[src/rtl/ld_st_unit_pkg.sv]
// Shared MMIX load/store definitions: command struct, internal ops, opcodes,
// interrupt bit positions and the per-command transfer-size helpers.
package mmix_defs;

    typedef enum logic [3:0] {
        OP_LD       = 4'd0,
        OP_ST       = 4'd1,
        OP_INCGAMMA = 4'd2,
        OP_UNSAV    = 4'd3
    } int_op_e;

    typedef struct packed {
        int_op_e    i;
        logic [7:0] op;
        logic [7:0] xx;
        logic       x_global;
    } control_t;

    typedef enum logic [1:0] {
        S_IDLE = 2'd0,
        S_WAIT = 2'd1,
        S_MEM  = 2'd2,
        S_DONE = 2'd3
    } state_e;

    localparam logic [7:0] LDHT   = 8'h92;
    localparam logic [7:0] STHT   = 8'hB2;
    localparam logic [7:0] STCO   = 8'hB4;
    localparam logic [7:0] UNSAVE = 8'hFB;

    localparam int INT_W       = 19;
    localparam int INT_V       = 6;
    localparam int INT_ILLEGAL = 18;

    function automatic logic op_supported(input int_op_e i);
        return (i == OP_LD) || (i == OP_ST) || (i == OP_INCGAMMA) || (i == OP_UNSAV);
    endfunction

    // STCO stores its X field, so it does not wait for b.
    function automatic logic needs_b(input int_op_e i, input logic [7:0] op);
        return ((i == OP_ST) && (op != STCO)) || (i == OP_INCGAMMA);
    endfunction

    function automatic logic [1:0] xfer_size(input int_op_e i, input logic [7:0] op);
        logic [1:0] sz;
        sz = 2'd3;
        if (i == OP_LD) begin
            sz = (op == LDHT) ? 2'd2 : op[3:2];
        end else if (i == OP_ST) begin
            if (op == STHT)      sz = 2'd2;
            else if (op == STCO) sz = 2'd3;
            else                 sz = op[3:2];
        end
        return sz;
    endfunction

endpackage

[src/rtl/ld_st_unit_if.sv]
// Memory request/done bus between the load/store unit and the memory system.
// Handshake: mem_read/mem_write is held with stable address, size and
// writedata until the first cycle mem_done is sampled high; mem_done is a
// one-cycle strobe and readdata is valid alongside it.
interface ld_st_unit_if;
    logic [63:0] mem_address;
    logic [1:0]  mem_datasize;
    logic        mem_read;
    logic        mem_write;
    logic [63:0] mem_readdata;
    logic [63:0] mem_writedata;
    logic        mem_done;

    modport master (
        output mem_address, mem_datasize, mem_read, mem_write, mem_writedata,
        input  mem_readdata, mem_done
    );

    modport slave (
        input  mem_address, mem_datasize, mem_read, mem_write, mem_writedata,
        output mem_readdata, mem_done
    );
endinterface

[src/rtl/ld_st_unit_format.sv]
// Combinational data formatting: load extension / LDHT shift on the read side,
// store truncation and signed-overflow detection on the write side.
module ld_st_format
    import mmix_defs::*;
(
    input  int_op_e     st_i,
    input  logic [7:0]  st_op,
    input  logic [7:0]  st_xx,
    input  logic [63:0] st_b,
    output logic [1:0]  st_size,
    output logic [63:0] st_wdata,
    output logic        st_ovf,
    input  int_op_e     ld_i,
    input  logic [7:0]  ld_op,
    input  logic [63:0] ld_rdata,
    output logic [63:0] ld_value
);

    function automatic logic [63:0] extend(input logic [63:0] v, input logic [1:0] sz,
                                           input logic sgn);
        logic [63:0] r;
        case (sz)
            2'd0:    r = {{56{sgn & v[7]}},  v[7:0]};
            2'd1:    r = {{48{sgn & v[15]}}, v[15:0]};
            2'd2:    r = {{32{sgn & v[31]}}, v[31:0]};
            default: r = v;
        endcase
        return r;
    endfunction

    always_comb begin
        st_size  = xfer_size(st_i, st_op);
        st_wdata = st_b;
        st_ovf   = 1'b0;
        if (st_i == OP_ST) begin
            if (st_op == STHT)      st_wdata = {32'd0, st_b[63:32]};
            else if (st_op == STCO) st_wdata = {56'd0, st_xx};
            else                    st_wdata = extend(st_b, st_size, 1'b0);
            // b fits a signed field exactly when sign-extending its truncation restores it.
            st_ovf = (st_op != STHT) && (st_op != STCO) && !st_op[1] && (st_size != 2'd3)
                     && (extend(st_b, st_size, 1'b1) != st_b);
        end
    end

    always_comb begin
        ld_value = ld_rdata;
        if (ld_i == OP_LD) begin
            if (ld_op == LDHT) ld_value = {ld_rdata[31:0], 32'd0};
            else               ld_value = extend(ld_rdata, ld_op[3:2], !ld_op[1]);
        end
    end

endmodule

[src/rtl/ld_st_unit.sv]
// MMIX load/store unit: accept a command, wait for operands, run one memory
// transaction and write the formatted result back in a one-cycle DONE pulse.
module ld_st_unit
    import mmix_defs::*;
(
    input  logic            clk,
    input  logic            reset_n,
    input  logic            enable,
    input  control_t        data,
    input  logic [63:0]     y,
    input  logic [63:0]     z,
    input  logic [63:0]     b,
    input  logic            y_valid,
    input  logic            z_valid,
    input  logic            b_valid,
    output logic            gregwe,
    output logic            lregwe,
    output logic [7:0]      regwa,
    output logic [63:0]     regwd,
    ld_st_unit_if.master    mem,
    output logic            we_G,
    output logic [7:0]      new_G,
    output logic [INT_W-1:0] interrupt,
    output logic            done,
    output state_e          dbg_state
);

    state_e           state_q;
    control_t         cmd_q;
    logic             gregwe_q, lregwe_q, we_g_q, done_q;
    logic             mem_read_q, mem_write_q, ovf_q;
    logic [7:0]       regwa_q, new_g_q;
    logic [63:0]      regwd_q, mem_address_q, mem_writedata_q;
    logic [1:0]       mem_datasize_q;
    logic [INT_W-1:0] interrupt_q;

    // In IDLE the command is still on the input; afterwards it lives in cmd_q.
    control_t    cmd_d;
    logic        ops_ready;
    logic [63:0] ea, align_mask, st_wdata, ld_value;
    logic [1:0]  st_size;
    logic        st_ovf;

    always_comb begin
        cmd_d     = (state_q == S_IDLE) ? data : cmd_q;
        ops_ready = y_valid && z_valid && (b_valid || !needs_b(cmd_d.i, cmd_d.op));
        ea        = y + z;
        case (st_size)
            2'd0:    align_mask = ~64'h0;
            2'd1:    align_mask = ~64'h1;
            2'd2:    align_mask = ~64'h3;
            default: align_mask = ~64'h7;
        endcase
    end

    ld_st_format u_format (
        .st_i     (cmd_d.i),
        .st_op    (cmd_d.op),
        .st_xx    (cmd_d.xx),
        .st_b     (b),
        .st_size  (st_size),
        .st_wdata (st_wdata),
        .st_ovf   (st_ovf),
        .ld_i     (cmd_q.i),
        .ld_op    (cmd_q.op),
        .ld_rdata (mem.mem_readdata),
        .ld_value (ld_value)
    );

    always_ff @(posedge clk or negedge reset_n) begin
        if (!reset_n) begin
            state_q         <= S_IDLE;
            cmd_q           <= '0;
            gregwe_q        <= 1'b0;
            lregwe_q        <= 1'b0;
            we_g_q          <= 1'b0;
            done_q          <= 1'b0;
            mem_read_q      <= 1'b0;
            mem_write_q     <= 1'b0;
            ovf_q           <= 1'b0;
            regwa_q         <= '0;
            new_g_q         <= '0;
            regwd_q         <= '0;
            mem_address_q   <= '0;
            mem_writedata_q <= '0;
            mem_datasize_q  <= '0;
            interrupt_q     <= '0;
        end else begin
            done_q      <= 1'b0;
            gregwe_q    <= 1'b0;
            lregwe_q    <= 1'b0;
            we_g_q      <= 1'b0;
            interrupt_q <= '0;
            case (state_q)
                S_IDLE, S_WAIT: begin
                    if (state_q == S_IDLE && enable) begin
                        cmd_q   <= data;
                        regwa_q <= data.xx;
                    end
                    if (state_q == S_IDLE && enable && !op_supported(data.i)) begin
                        done_q                   <= 1'b1;
                        interrupt_q[INT_ILLEGAL] <= 1'b1;
                        state_q                  <= S_DONE;
                    end else if ((state_q == S_WAIT || enable) && ops_ready) begin
                        mem_address_q   <= ea & align_mask;
                        mem_datasize_q  <= st_size;
                        mem_writedata_q <= st_wdata;
                        ovf_q           <= st_ovf;
                        mem_read_q      <= (cmd_d.i == OP_LD) || (cmd_d.i == OP_UNSAV);
                        mem_write_q     <= (cmd_d.i == OP_ST) || (cmd_d.i == OP_INCGAMMA);
                        state_q         <= S_MEM;
                    end else if (state_q == S_IDLE && enable) begin
                        state_q <= S_WAIT;
                    end
                end
                S_MEM: begin
                    if (mem.mem_done) begin
                        mem_read_q  <= 1'b0;
                        mem_write_q <= 1'b0;
                        done_q      <= 1'b1;
                        state_q     <= S_DONE;
                        case (cmd_q.i)
                            OP_LD: begin
                                regwd_q  <= ld_value;
                                gregwe_q <= cmd_q.x_global;
                                lregwe_q <= !cmd_q.x_global;
                            end
                            OP_ST: interrupt_q[INT_V] <= ovf_q;
                            OP_UNSAV: begin
                                if (cmd_q.xx != 8'd0) begin
                                    regwd_q  <= ld_value;
                                    gregwe_q <= cmd_q.x_global;
                                    lregwe_q <= !cmd_q.x_global;
                                end else begin
                                    we_g_q  <= 1'b1;
                                    new_g_q <= mem.mem_readdata[63:56];
                                end
                            end
                            default: ;
                        endcase
                    end
                end
                default: state_q <= S_IDLE;
            endcase
        end
    end

    assign gregwe             = gregwe_q;
    assign lregwe             = lregwe_q;
    assign regwa              = regwa_q;
    assign regwd              = regwd_q;
    assign we_G               = we_g_q;
    assign new_G              = new_g_q;
    assign interrupt          = interrupt_q;
    assign done               = done_q;
    assign dbg_state          = state_q;
    assign mem.mem_address    = mem_address_q;
    assign mem.mem_datasize   = mem_datasize_q;
    assign mem.mem_read       = mem_read_q;
    assign mem.mem_write      = mem_write_q;
    assign mem.mem_writedata  = mem_writedata_q;

endmodule

[src/flat_wrapper.sv]
// flat-port wrapper written by rule: the top's interface ports become plain ports
module ld_st_unit_flat import mmix_defs::*;
  (clk, reset_n, enable, data, y, z, b, y_valid, z_valid, b_valid, gregwe, lregwe, regwa, regwd, we_G, new_G, interrupt, done, dbg_state, mem_mem_address, mem_mem_datasize, mem_mem_read, mem_mem_write, mem_mem_writedata, mem_mem_readdata, mem_mem_done);
  ld_st_unit_if mem_i ();
  input  logic clk;
  input  logic reset_n;
  input  logic enable;
  input  control_t data;
  input  logic [63:0] y;
  input  logic [63:0] z;
  input  logic [63:0] b;
  input  logic y_valid;
  input  logic z_valid;
  input  logic b_valid;
  output logic gregwe;
  output logic lregwe;
  output logic [7:0] regwa;
  output logic [63:0] regwd;
  output logic we_G;
  output logic [7:0] new_G;
  output logic [INT_W-1:0] interrupt;
  output logic done;
  output state_e dbg_state;
  output wire logic [$bits(mem_i.mem_address)-1:0] mem_mem_address;
  output wire logic [$bits(mem_i.mem_datasize)-1:0] mem_mem_datasize;
  output wire logic [$bits(mem_i.mem_read)-1:0] mem_mem_read;
  output wire logic [$bits(mem_i.mem_write)-1:0] mem_mem_write;
  output wire logic [$bits(mem_i.mem_writedata)-1:0] mem_mem_writedata;
  input wire logic [$bits(mem_i.mem_readdata)-1:0] mem_mem_readdata;
  input wire logic [$bits(mem_i.mem_done)-1:0] mem_mem_done;
  assign mem_mem_address = mem_i.mem_address;
  assign mem_mem_datasize = mem_i.mem_datasize;
  assign mem_mem_read = mem_i.mem_read;
  assign mem_mem_write = mem_i.mem_write;
  assign mem_mem_writedata = mem_i.mem_writedata;
  assign mem_i.mem_readdata = mem_mem_readdata;
  assign mem_i.mem_done = mem_mem_done;
  ld_st_unit u_core (.clk(clk), .reset_n(reset_n), .enable(enable), .data(data), .y(y), .z(z), .b(b), .y_valid(y_valid), .z_valid(z_valid), .b_valid(b_valid), .gregwe(gregwe), .lregwe(lregwe), .regwa(regwa), .regwd(regwd), .mem(mem_i), .we_G(we_G), .new_G(new_G), .interrupt(interrupt), .done(done), .dbg_state(dbg_state));
endmodule
[config.mk]
export PLATFORM = sky130hd
export DESIGN_NAME = ld_st_unit_flat
export DESIGN_NICKNAME = d
export VERILOG_FILES = /design/src/rtl/ld_st_unit_pkg.sv /design/src/rtl/ld_st_unit_if.sv /design/src/rtl/ld_st_unit_format.sv /design/src/rtl/ld_st_unit.sv /design/src/flat_wrapper.sv
export SDC_FILE = /design/constraint.sdc
export NUM_CORES = 1
export LEC_CHECK = 0
export BUFFER_PORTS_ARGS = -buffer_cell sky130_fd_sc_hd__buf_2
export CORE_AREA = 2 2 204 206
export CTS_CLUSTER_DIAMETER = 120
export CTS_CLUSTER_SIZE = 10
export DETAILED_ROUTE_END_ITERATION = 10
export DIE_AREA = 0 0 206 208
export SLEW_MARGIN = 20
export SYNTH_ARGS = -nofsm -noshare
export SYNTH_HDL_FRONTEND = slang
export SYNTH_SLANG_ARGS = --single-unit
[constraint.sdc]
create_clock -name clk -period 3.2 [get_ports clk]
set_input_delay 0.64 -clock clk [delete_from_list [all_inputs] [get_ports clk]]
set_output_delay 0.64 -clock clk [all_outputs]
set_load 0.01 [all_outputs]
==> qor.yml <==
run_status: "finished, final reports clean"
worst_setup_path_end_kind: "register"
worst-r2r-setup-slack_ns: 0.35
maxClockFrequency_mhz: 320
mostFrequentLayoutCells: "sky130_fd_sc_hd__buf_2 (502), sky130_fd_sc_hd__dfrtp_1 (234), sky130_fd_sc_hd__nand2_1 (210), sky130_fd_sc_hd__o21ai_0 (174), sky130_fd_sc_hd__buf_4 (156)"
worstSkewPairLatency_ns: 0.55
timing.hold.ws_ns: 0.105
crit_type: "input pin to register"
floorplan.die_area_um2: 42800
vdd.ir_drop.worst_uv: 435
finalHoldViolations: 0
ys.warnings.count: 0
worstMarginPinSlew_ns: 0.714
floorplan.die.width_um: 206
final_net_count: 2469
layout_commonest_cell: "sky130_fd_sc_hd__buf_2"
antenna_violations_before_repair: 6
synth_sequential_area_ratio: 0.421
max_slew_headroom: 0.524
global_route.overflow_total: 0
largest_net_degree_at_the_start_of_global_routing: 84
cts_inserted_buffers: 27
floorplan.die.height_um: 208
floorplan.initialDensity: 0.343
post_synth_mux_area_share: 0.0287
worst-endpoint-required_ns: 3.63
worst-endpoint-arrival_ns: 3.56
post-route-period-util: 0.975
dr_total_vias: 14100
gp_congestion: 0.918
timing.setup.tns_ns: 0
setup_repair_after_global_routing_missed_its_margin: "no"
clk_path_buf_depth: 3
worstReg2RegStart: "u_core.cmd_q[12]"
final-max-slew-violation-count: 0
finClkSkew_ns: 0.0164
final-setup-viol-count: 0
tritoncts: "done"
synth_area_per_cell_um2: 9.06
crit_fanout: 3
postSynth.asyncResetShare: 1.00
coreArea_um2: 40600
gr-usage-all-layers: 0.230
synth-seq-cells: 234
synth-adder-area-share: 0.0582
hold_buffer_count_at_cts: 0
critical_path.startpoint_type: "input pin"
post_drt_wl_per_cell_um: 19.3
rows: 74
power_density_nw_per_um2: 719
synth_ff_type: "sky130_fd_sc_hd__dfrtp_1"
drt_iter0_markers: 793
root_buffer: "sky130_fd_sc_hd__clkbuf_16"
synth_xor_xnor_area_share: 0.0334
area_growth_syn_to_layout_pct: 34.4
cellLeakagePower_nw: 9.44
wire_length_of_the_first_global_routing_pass_um: 78200
post_drt_via_cell_ratio: 5.32
fraction_of_final_layout_cells_with_drive_strength_greater_than_1: 0.355
remaining_drc_errors: 0
detailedPlacementHpwl_um: 40600
numClockSinks: 234
synth_cells: 1534
synth.cell_area_um2: 13900
main_combinational_cell_family_by_area_after_synthesis: "compound AO/OA/AOI/OAI gates"
cap_viol_max_count: 0
worstReg2RegEnd: "u_core.mem.mem_writedata[18]"
htree_num_levels: 1
detail_route.wirelength_um: 51300
grt_pass1_vias: 13900
cts.reportedPaths.clkPinSlew_ns: 0.06
drt_first_pass_iters: 7
synth.distinct_cells: 71
worst_r2r_path_depth: 9
synth_compound_gate_area_share: 0.248
antenna_violating_nets_post_route: 0
synth_simple_gate_area_share: 0.159
io_pins: 521
port_buffers: 503
design_power_total_mw: 13.4
min_path_type: "input pin to async pin"
timing.final.crit_period_ns: 3.12
synth-edff-count: 0
## critical path: stages
cell,delay (ns)
sky130_fd_sc_hd__buf_2,0.10
sky130_fd_sc_hd__ha_1,0.34
sky130_fd_sc_hd__nand4_2,0.18
sky130_fd_sc_hd__or3_1,0.40
sky130_fd_sc_hd__a211oi_2,0.22
sky130_fd_sc_hd__buf_4,0.15
sky130_fd_sc_hd__nor2_1,0.06
sky130_fd_sc_hd__a21oi_2,0.26
sky130_fd_sc_hd__o211ai_2,0.13
sky130_fd_sc_hd__a31o_1,0.24
sky130_fd_sc_hd__a311o_1,0.38
sky130_fd_sc_hd__and3_1,0.19
sky130_fd_sc_hd__o31a_1,0.26
## power breakdown
part | leakage, nW | switching (mW) | internal, mW
Sequential | 2.96 | 0.809 | 4.21
Combinational | 6.13 | 3.20 | 2.52
Clock | 0.341 | 1.21 | 1.48
## through the flow
step,util,worst slack [ns],cells,cell area (um^2)
5_1_grt,0.460,0.000771,2658,18700
3_5_place_dp,0.442,-0.481,2623,17900
6_report,0.460,0.0788,2659,18700
4_1_cts,0.459,0.0744,2652,18600
2_1_floorplan,-,-0.0114,1550,14000
3_3_place_gp,0.442,-0.501,2623,17900
## state kept, by name, indices dropped and copies added, names as in the netlist
register / count
u_core.done: 1
u_core.dbg_state: 2
u_core.new_G: 8
u_core.regwa: 8
u_core.mem.mem_write: 1
u_core.regwd: 64
u_core.cmd_q: 13
u_core.mem.mem_address: 64
u_core.gregwe: 1
u_core.ovf_q: 1
u_core.mem.mem_read: 1
u_core.interrupt: 2
u_core.mem.mem_datasize: 2
u_core.mem.mem_writedata: 64
u_core.we_G: 1
u_core.lregwe: 1
## area by class of cell
cell class	instances	area, um^2
Multi-Input combinational cell	1160	7470
Sequential cell	234	5860
Clock inverter	2	17.5
Timing Repair Buffer	667	3860
Inverter	31	116
Clock buffer	27	676
Fill cell	4006	21900
Tap cell	532	666
Antenna cell	6	15.0
## routing by layer
layer,global-route usage,vias to the layer above,routed length [um]
met5,0,-,0
met4,0.0773,0,1640
met3,0.0536,77,3980
met2,0.382,521,24400
met1,0.291,6755,21200
li1,-,6795,-
## what timing repair did
item,4_1_cts,5_1_grt
endpoints found under the setup margin,0,18
buffers inserted,0,1
resized for setup,0,7
hold endpoints to repair,0,0
## cell families (layout without fill, tap and decap cells)
| group | Yosys count | in the layout |
|---|---|---|
| flops | 234 | 234 |
| xor+xnor | 53 | 53 |
| mux | 35 | 35 |
| other cells | 1 | 23 |
| simple gates | 466 | 466 |
| compound gates | 525 | 525 |
| fa+ha+maj | 64 | 64 |
| buf+inv | 156 | 727 |
## worst max-delay path by stage
stage	startpoint	to	slack [ns]	cells after the start
2_1_floorplan	y[0]	u_core.mem.mem_address[60]	-0.01	12
3_3_place_gp	z[9]	u_core.mem.mem_address[62]	-0.50	15
3_5_place_dp	y[0]	u_core.mem.mem_address[58]	-0.48	15
4_1_cts	u_core.dbg_state[0]	u_core.mem.mem_writedata[8]	0.07	10
5_1_grt	y[9]	u_core.mem.mem_address[59]	0.0008	14
6_report	y[9]	u_core.mem.mem_address[63]	0.08	13
## synthesized netlist by cell type, drive strengths merged (6+ instances only)
master	number	area [um^2]
nand3	26	130
a41oi	6	52.6
a211oi	9	82.6
a21o	42	315
mux2	29	327
o22ai	11	68.8
o21bai	13	97.6
inv	31	116
o21a	7	52.6
and3	20	125
a21oi	102	518
xnor2	29	254
nor2	68	255
and2	9	56.3
nand4	44	282
a22o	42	368
o31ai	9	67.6
nand2	211	792
nor4	18	113
a31oi	9	56.3
nor2b	11	68.8
xor2	24	210
ha	63	788
mux2i	6	72.6
a221o	18	180
buf	56	340
o21ai	179	900
clkbuf	69	262
o221ai	42	368
dfrtp	234	5860
nor3	25	135
nand2b	7	43.8
(Power assumes the default switching activity.)
